$ cat src/rtl/scroll_pkg.sv
// Shared constants and arithmetic helpers for the multi-lane horizontal scroller.
package scroll_pkg;

  localparam int unsigned SCREEN_WIDTH_DEF = 640;
  localparam int unsigned BASE_PERIOD_DEF  = 100000;
  localparam int unsigned MIN_PERIOD_DEF   = 4000;

  typedef enum logic {
    DIR_LEFT  = 1'b0,
    DIR_RIGHT = 1'b1
  } dir_t;

  // Score-reduced tick period, clamped at min_p. The 64-bit signed
  // intermediate means a large score can never wrap into a big period.
  function automatic int unsigned clamp_period(input int unsigned base,
                                               input int unsigned min_p,
                                               input int unsigned score,
                                               input int unsigned shift);
    longint signed diff;
    diff = longint'(base) - (longint'(score) << shift);
    if (diff < longint'(min_p))
      return min_p;
    return diff[31:0];
  endfunction

  // One modular move of pos by step in direction dir, kept in 0..width-1.
  function automatic int unsigned wrap_step(input int unsigned pos,
                                            input int unsigned step,
                                            input dir_t        dir,
                                            input int unsigned width);
    if (dir == DIR_RIGHT)
      return (pos + step >= width) ? pos + step - width : pos + step;
    return (pos < step) ? pos + width - step : pos - step;
  endfunction

endpackage

$ cat src/rtl/lane_scroll_ch.sv
// One scroll lane: period counter with >= tick compare, wrapped position register
// and a registered move pulse in the cycle after each tick.
module lane_scroll_ch
  import scroll_pkg::*;
#(
  parameter int unsigned POS_W        = 10,
  parameter int unsigned CTR_W        = 20,
  parameter int unsigned SCREEN_WIDTH = SCREEN_WIDTH_DEF,
  parameter int unsigned RESET_POS    = 0,
  parameter int unsigned RESET_CTR    = 0
) (
  input  logic             clk,
  input  logic             reset,
  input  logic             freeze,
  input  logic [CTR_W-1:0] eff_period,
  input  logic             dir,
  input  logic [2:0]       step,
  input  logic [1:0]       slow,
  output logic [POS_W-1:0] pos,
  output logic             pulse
);

  logic [CTR_W-1:0] ctr;
  logic [CTR_W-1:0] period;
  logic             tick;
  logic [POS_W-1:0] pos_next;

  // A period that drops below the current count ticks at once rather than overrunning.
  always_comb begin
    period   = eff_period << slow;
    tick     = (ctr >= period - CTR_W'(1));
    pos_next = POS_W'(wrap_step(32'(pos), 32'(step), dir_t'(dir), SCREEN_WIDTH));
  end

  always_ff @(posedge clk) begin
    if (reset) begin
      ctr   <= CTR_W'(RESET_CTR);
      pos   <= POS_W'(RESET_POS);
      pulse <= 1'b0;
    end else if (freeze) begin
      pulse <= 1'b0;
    end else begin
      pulse <= tick;
      if (tick) begin
        ctr <= '0;
        pos <= pos_next;
      end else begin
        ctr <= ctr + CTR_W'(1);
      end
    end
  end

endmodule

$ cat src/rtl/lane_scroller.sv
// Multi-lane horizontal scroll engine with score-driven clamped tick period.
// Optional LANE_PHASE_EN staggers lane start positions and counters at reset.
module lane_scroller
  import scroll_pkg::*;
#(
  parameter int unsigned NUM_LANES     = 4,
  parameter int unsigned POS_W         = 10,
  parameter int unsigned SCREEN_WIDTH  = SCREEN_WIDTH_DEF,
  parameter int unsigned CTR_W         = 20,
  parameter int unsigned BASE_PERIOD   = BASE_PERIOD_DEF,
  parameter int unsigned MIN_PERIOD    = MIN_PERIOD_DEF,
  parameter int unsigned SCORE_W       = 8,
  parameter int unsigned SPEEDUP_SHIFT = 8
) (
  input  logic                       clk,
  input  logic                       reset,
  input  logic [SCORE_W-1:0]         score,
  input  logic                       freeze,
  input  logic [NUM_LANES-1:0]       lane_dir,
  input  logic [3*NUM_LANES-1:0]     lane_step,
  input  logic [2*NUM_LANES-1:0]     lane_slow,
  output logic [POS_W*NUM_LANES-1:0] h_pos,
  output logic [NUM_LANES-1:0]       move_pulse
);

  logic [CTR_W-1:0] eff_period;

  assign eff_period = CTR_W'(clamp_period(BASE_PERIOD, MIN_PERIOD, 32'(score), SPEEDUP_SHIFT));

  for (genvar i = 0; i < NUM_LANES; i++) begin : g_lane
`ifdef LANE_PHASE_EN
    localparam int unsigned RST_POS = i * (SCREEN_WIDTH / NUM_LANES);
    localparam int unsigned RST_CTR = i * (BASE_PERIOD / NUM_LANES);
`else
    localparam int unsigned RST_POS = 0;
    localparam int unsigned RST_CTR = 0;
`endif

    lane_scroll_ch #(
      .POS_W       (POS_W),
      .CTR_W       (CTR_W),
      .SCREEN_WIDTH(SCREEN_WIDTH),
      .RESET_POS   (RST_POS),
      .RESET_CTR   (RST_CTR)
    ) u_ch (
      .clk       (clk),
      .reset     (reset),
      .freeze    (freeze),
      .eff_period(eff_period),
      .dir       (lane_dir[i]),
      .step      (lane_step[3*i +: 3]),
      .slow      (lane_slow[2*i +: 2]),
      .pos       (h_pos[POS_W*i +: POS_W]),
      .pulse     (move_pulse[i])
    );
  end

endmodule

$ cat config.mk
export PLATFORM = sky130hd
export DESIGN_NAME = lane_scroller
export DESIGN_NICKNAME = d
export VERILOG_FILES = /design/src/rtl/scroll_pkg.sv /design/src/rtl/lane_scroll_ch.sv /design/src/rtl/lane_scroller.sv
export SDC_FILE = /design/constraint.sdc
export NUM_CORES = 1
export LEC_CHECK = 0
export ABC_AREA = 1
export CAP_MARGIN = 5
export CORE_UTILIZATION = 57
export CTS_BUF_LIST = sky130_fd_sc_hd__clkbuf_4 sky130_fd_sc_hd__clkbuf_8
export CTS_CLUSTER_DIAMETER = 100
export DETAILED_ROUTE_END_ITERATION = 6
export PLACE_DENSITY = 0.8
export SLEW_MARGIN = 20
export SYNTH_ARGS = -nofsm -noshare
export SYNTH_HDL_FRONTEND = slang
export SYNTH_SLANG_ARGS = --single-unit
$ cat constraint.sdc
create_clock -name clk -period 3.45 [get_ports clk]
set_input_delay 0.69 -clock clk [delete_from_list [all_inputs] [get_ports clk]]
set_output_delay 0.69 -clock clk [all_outputs]
set_load 0.03 [all_outputs]
==> out/metrics.yaml <==
sta:
  clock_skew_ns: 0.01561
  worstMarginPinSlew_ns: 0.6443
  hold_viol: 0
  fin_crit_ns: 3.309
  drv_slew: 0
  setup_viol: 0
  fin_tns_setup_ns: 0
  max_freq_ghz: 0.3022
  slew_headroom_pct: 56.71
  holdWs_ns: 0.4908
  period_share_pct: 95.92
clock_network:
  cts_hold_buffers: 0
  clk_latency_ns: 0.46
  clockBufferDepth: 2
  root_buffer: "clkbuf_8"
  h-tree-depth: 4
  cts_inserted_buffers: 17
  clock-sinks: 124
  clk_pin_slew_ns: 0.08
  cts_tree: "built"
synth:
  syn_inst: 2005
  synth-edff-count: 0
  ys_ff_latch: 124
  synth_fp_nets: 2241
  syn_area_per_cell_um2: 6.624
  synthArstFlopShare_pct: 0
  ys_seq_area_share_pct: 18.69
  yosysWarnings: 0
  synth_cell_types: 52
  synth_top_flop_cell: "dfxtp_1"
  netlist_area_mm2: 0.01328
global_routing:
  globalRouteTotalUtil_pct: 28.45
  antenna_found_initial: 0
  overflow: 0
  grt_pass1_wl_um: 57160
  grt_max_degree: 28
  first_global_vias: 13080
floorplan:
  dieArea_mm2: 0.02391
  io_pins: 79
  die_x_um: 154.6
  die_height_um: 154.6
  core_area_mm2: 0.02278
  rows: 55
  initial_core_util_pct: 58.30
placement:
  dp_hpwl_um: 26550
  port_buffers: 78
  placed_area_mm2: 0.01528
  place_congestion: 0.8924
route:
  wl_per_cell_um: 13.50
  routed_wirelength_um: 34260
  first_pass_iters: 5
  drcViolationCount: 0
  drt_iter0_drc: 845
  num_vias: 13720
  vias_per_cell: 5.407
  drtAntennaViolNets: 0
finish:
  fin_nets: 2449
  drive_gt1_share_pct: 15.33
  area.growth.synth_to_final_pct: 21.98
  fin_area_mm2: 0.01620
  diodes: 0
  final_core_util_pct: 71.12
pwr:
  powerDensity_mw_per_mm2: 229.4
  power.total_uw: 3716
  switchingPower_uw: 1180
  pwr-share-clk_pct: 37.3
  ir_drop_v: 0.0002255
  comb_power_share_pct: 23.7
  p_int_uw: 2536
  pwr-share-seq_pct: 39.0
  leakage_uw: 0.007906
  switching_share_pct: 31.76
critical_path:
  critical_path.max_fanout: 7
  critical_path_arrival_ns: 3.69
  worstSetupPathType: "primary input to register"
  required_ns: 3.83
  cp-end-kind: "register"
  worst_setup_path_start_kind: "primary input"
min_path:
  hp-class: "register to register"
run:
  max_cap_violations: 0
outcome:
  outcome: "finished, final reports clean"
registers in the layout, indices dropped and copies added, names as in the netlist:
name and cells:
g_lane.u_ch.ctr 80, g_lane.u_ch.pulse 4, g_lane.u_ch.pos 40
cell type report:
cell class                      count  area, um2
Sequential cell                   124       2482
Multi-Input combinational cell   1579       9917
Clock inverter                     14      171.4
Timing Repair inverter              1      6.256
Clock buffer                       17      234.0
Inverter                          259      979.7
Tap cell                          313      391.6
Fill cell                        1825       6579
Timing Repair Buffer              231       2017
final timing paths:
kind	end	start	slack (ns)	depth (start not counted)
max	g_lane[2].u_ch.pos[0]	score[3]	0.14	24
min	g_lane[0].u_ch.ctr[1]	g_lane[0].u_ch.ctr[1]	0.49	2
max reg2reg	g_lane[3].u_ch.pos[7]	g_lane[3].u_ch.pos[0]	0.76	16
min reg2reg	g_lane[0].u_ch.ctr[1]	g_lane[0].u_ch.ctr[1]	0.49	2
timing repair:
item	in CTS	in global routing
gates cloned	0	3
gates resized for setup	34	96
pin swaps	14	40
endpoints found under the setup margin	120	121
buffers inserted	4	8
critical path, cell delays in order:
cell,delay (ns)
dlygate4sd2_1,0.25
buf_4,0.14
inv_1,0.08
nand2_1,0.07
nand2_1,0.08
nand2_2,0.07
inv_2,0.12
nand2_1,0.06
o21ai_1,0.13
nand2_1,0.08
o21ai_1,0.17
buf_4,0.16
a22o_1,0.14
inv_1,0.05
ha_1,0.30
nand2_1,0.07
nor3_2,0.23
nand4_1,0.15
nand3_2,0.13
nand2_2,0.09
inv_1,0.09
nand2_2,0.07
buf_4,0.17
o22ai_1,0.11
power by group through the flow:
| stage | logic [uW] | clock network, uW | registers [uW] |
|---|---|---|---|
| floorplan | 477 | 0 | 1480 |
| global placement | 770 | 0 | 1480 |
| detailed placement | 796 | 0 | 1480 |
| CTS | 817 | 1400 | 1450 |
| global route | 974 | 1470 | 1450 |
| finish | 881 | 1390 | 1450 |
routing by layer:
layer / vias up / GRT usage, % / wire length [um]
met5: - / 0 / 0
met4: 0 / 9.948 / 911
met3: 72 / 4.035 / 1580
met2: 379 / 51.15 / 16910
met1: 6295 / 34.48 / 14870
li1: 6978 / - / -
logic make-up (layout without fill, tap and decap cells):
logic type,count (synthesis),in the layout,share of synthesized area (%)
and+or+nand+nor,981,981,32.52
buffers and inverters,302,522,9.101
AOI/OAI and AO/OA,275,275,11.70
adders and majority gates,201,201,19.84
DFF,124,124,18.69
xor gates and xnor gates,121,121,8.037
muxes,1,1,0.1036
Yosys cell counts, types with 12 or more instances:
cell type	number	area share, %
xnor2_1	18	1.2
o21ai_0	92	3.5
nand2_2	12	0.57
buf_2	21	0.79
o21ai_1	30	1.1
xor2_1	102	6.7
nand4_1	45	2.1
dfxtp_1	124	19
nor3b_1	14	0.79
nor2_1	203	5.7
ha_1	185	17
fa_1	16	2.4
a21oi_1	83	3.1
nand3_1	159	6.0
nand2_1	472	13
inv_1	230	6.5
nor3_1	31	1.2
inv_2	25	0.71
through the flow:
step,worst slack (ns),instances
6_report,0.1406,2538
3_5_place_dp,-0.7818,2492
2_1_floorplan,0.01175,2005
5_1_grt,-0.07366,2538
4_1_cts,0.001526,2527
3_3_place_gp,-0.6523,2492
cells in the final DEF, fill, tap and decap left out, types with 18 or more instances in the layout:
cell type	count
nand3_1	154
o21ai_1	30
o21ai_2	26
xor2_1	102
buf_4	143
nor2_1	199
o21ai_0	76
xnor2_1	18
inv_1	226
nand4_1	45
ha_1	184
nor3_1	25
dfxtp_1	124
nand2_2	23
a21oi_1	77
inv_2	28
nand2_1	457
clkdlybuf4s50_1	64
(Power assumes the default switching activity.)
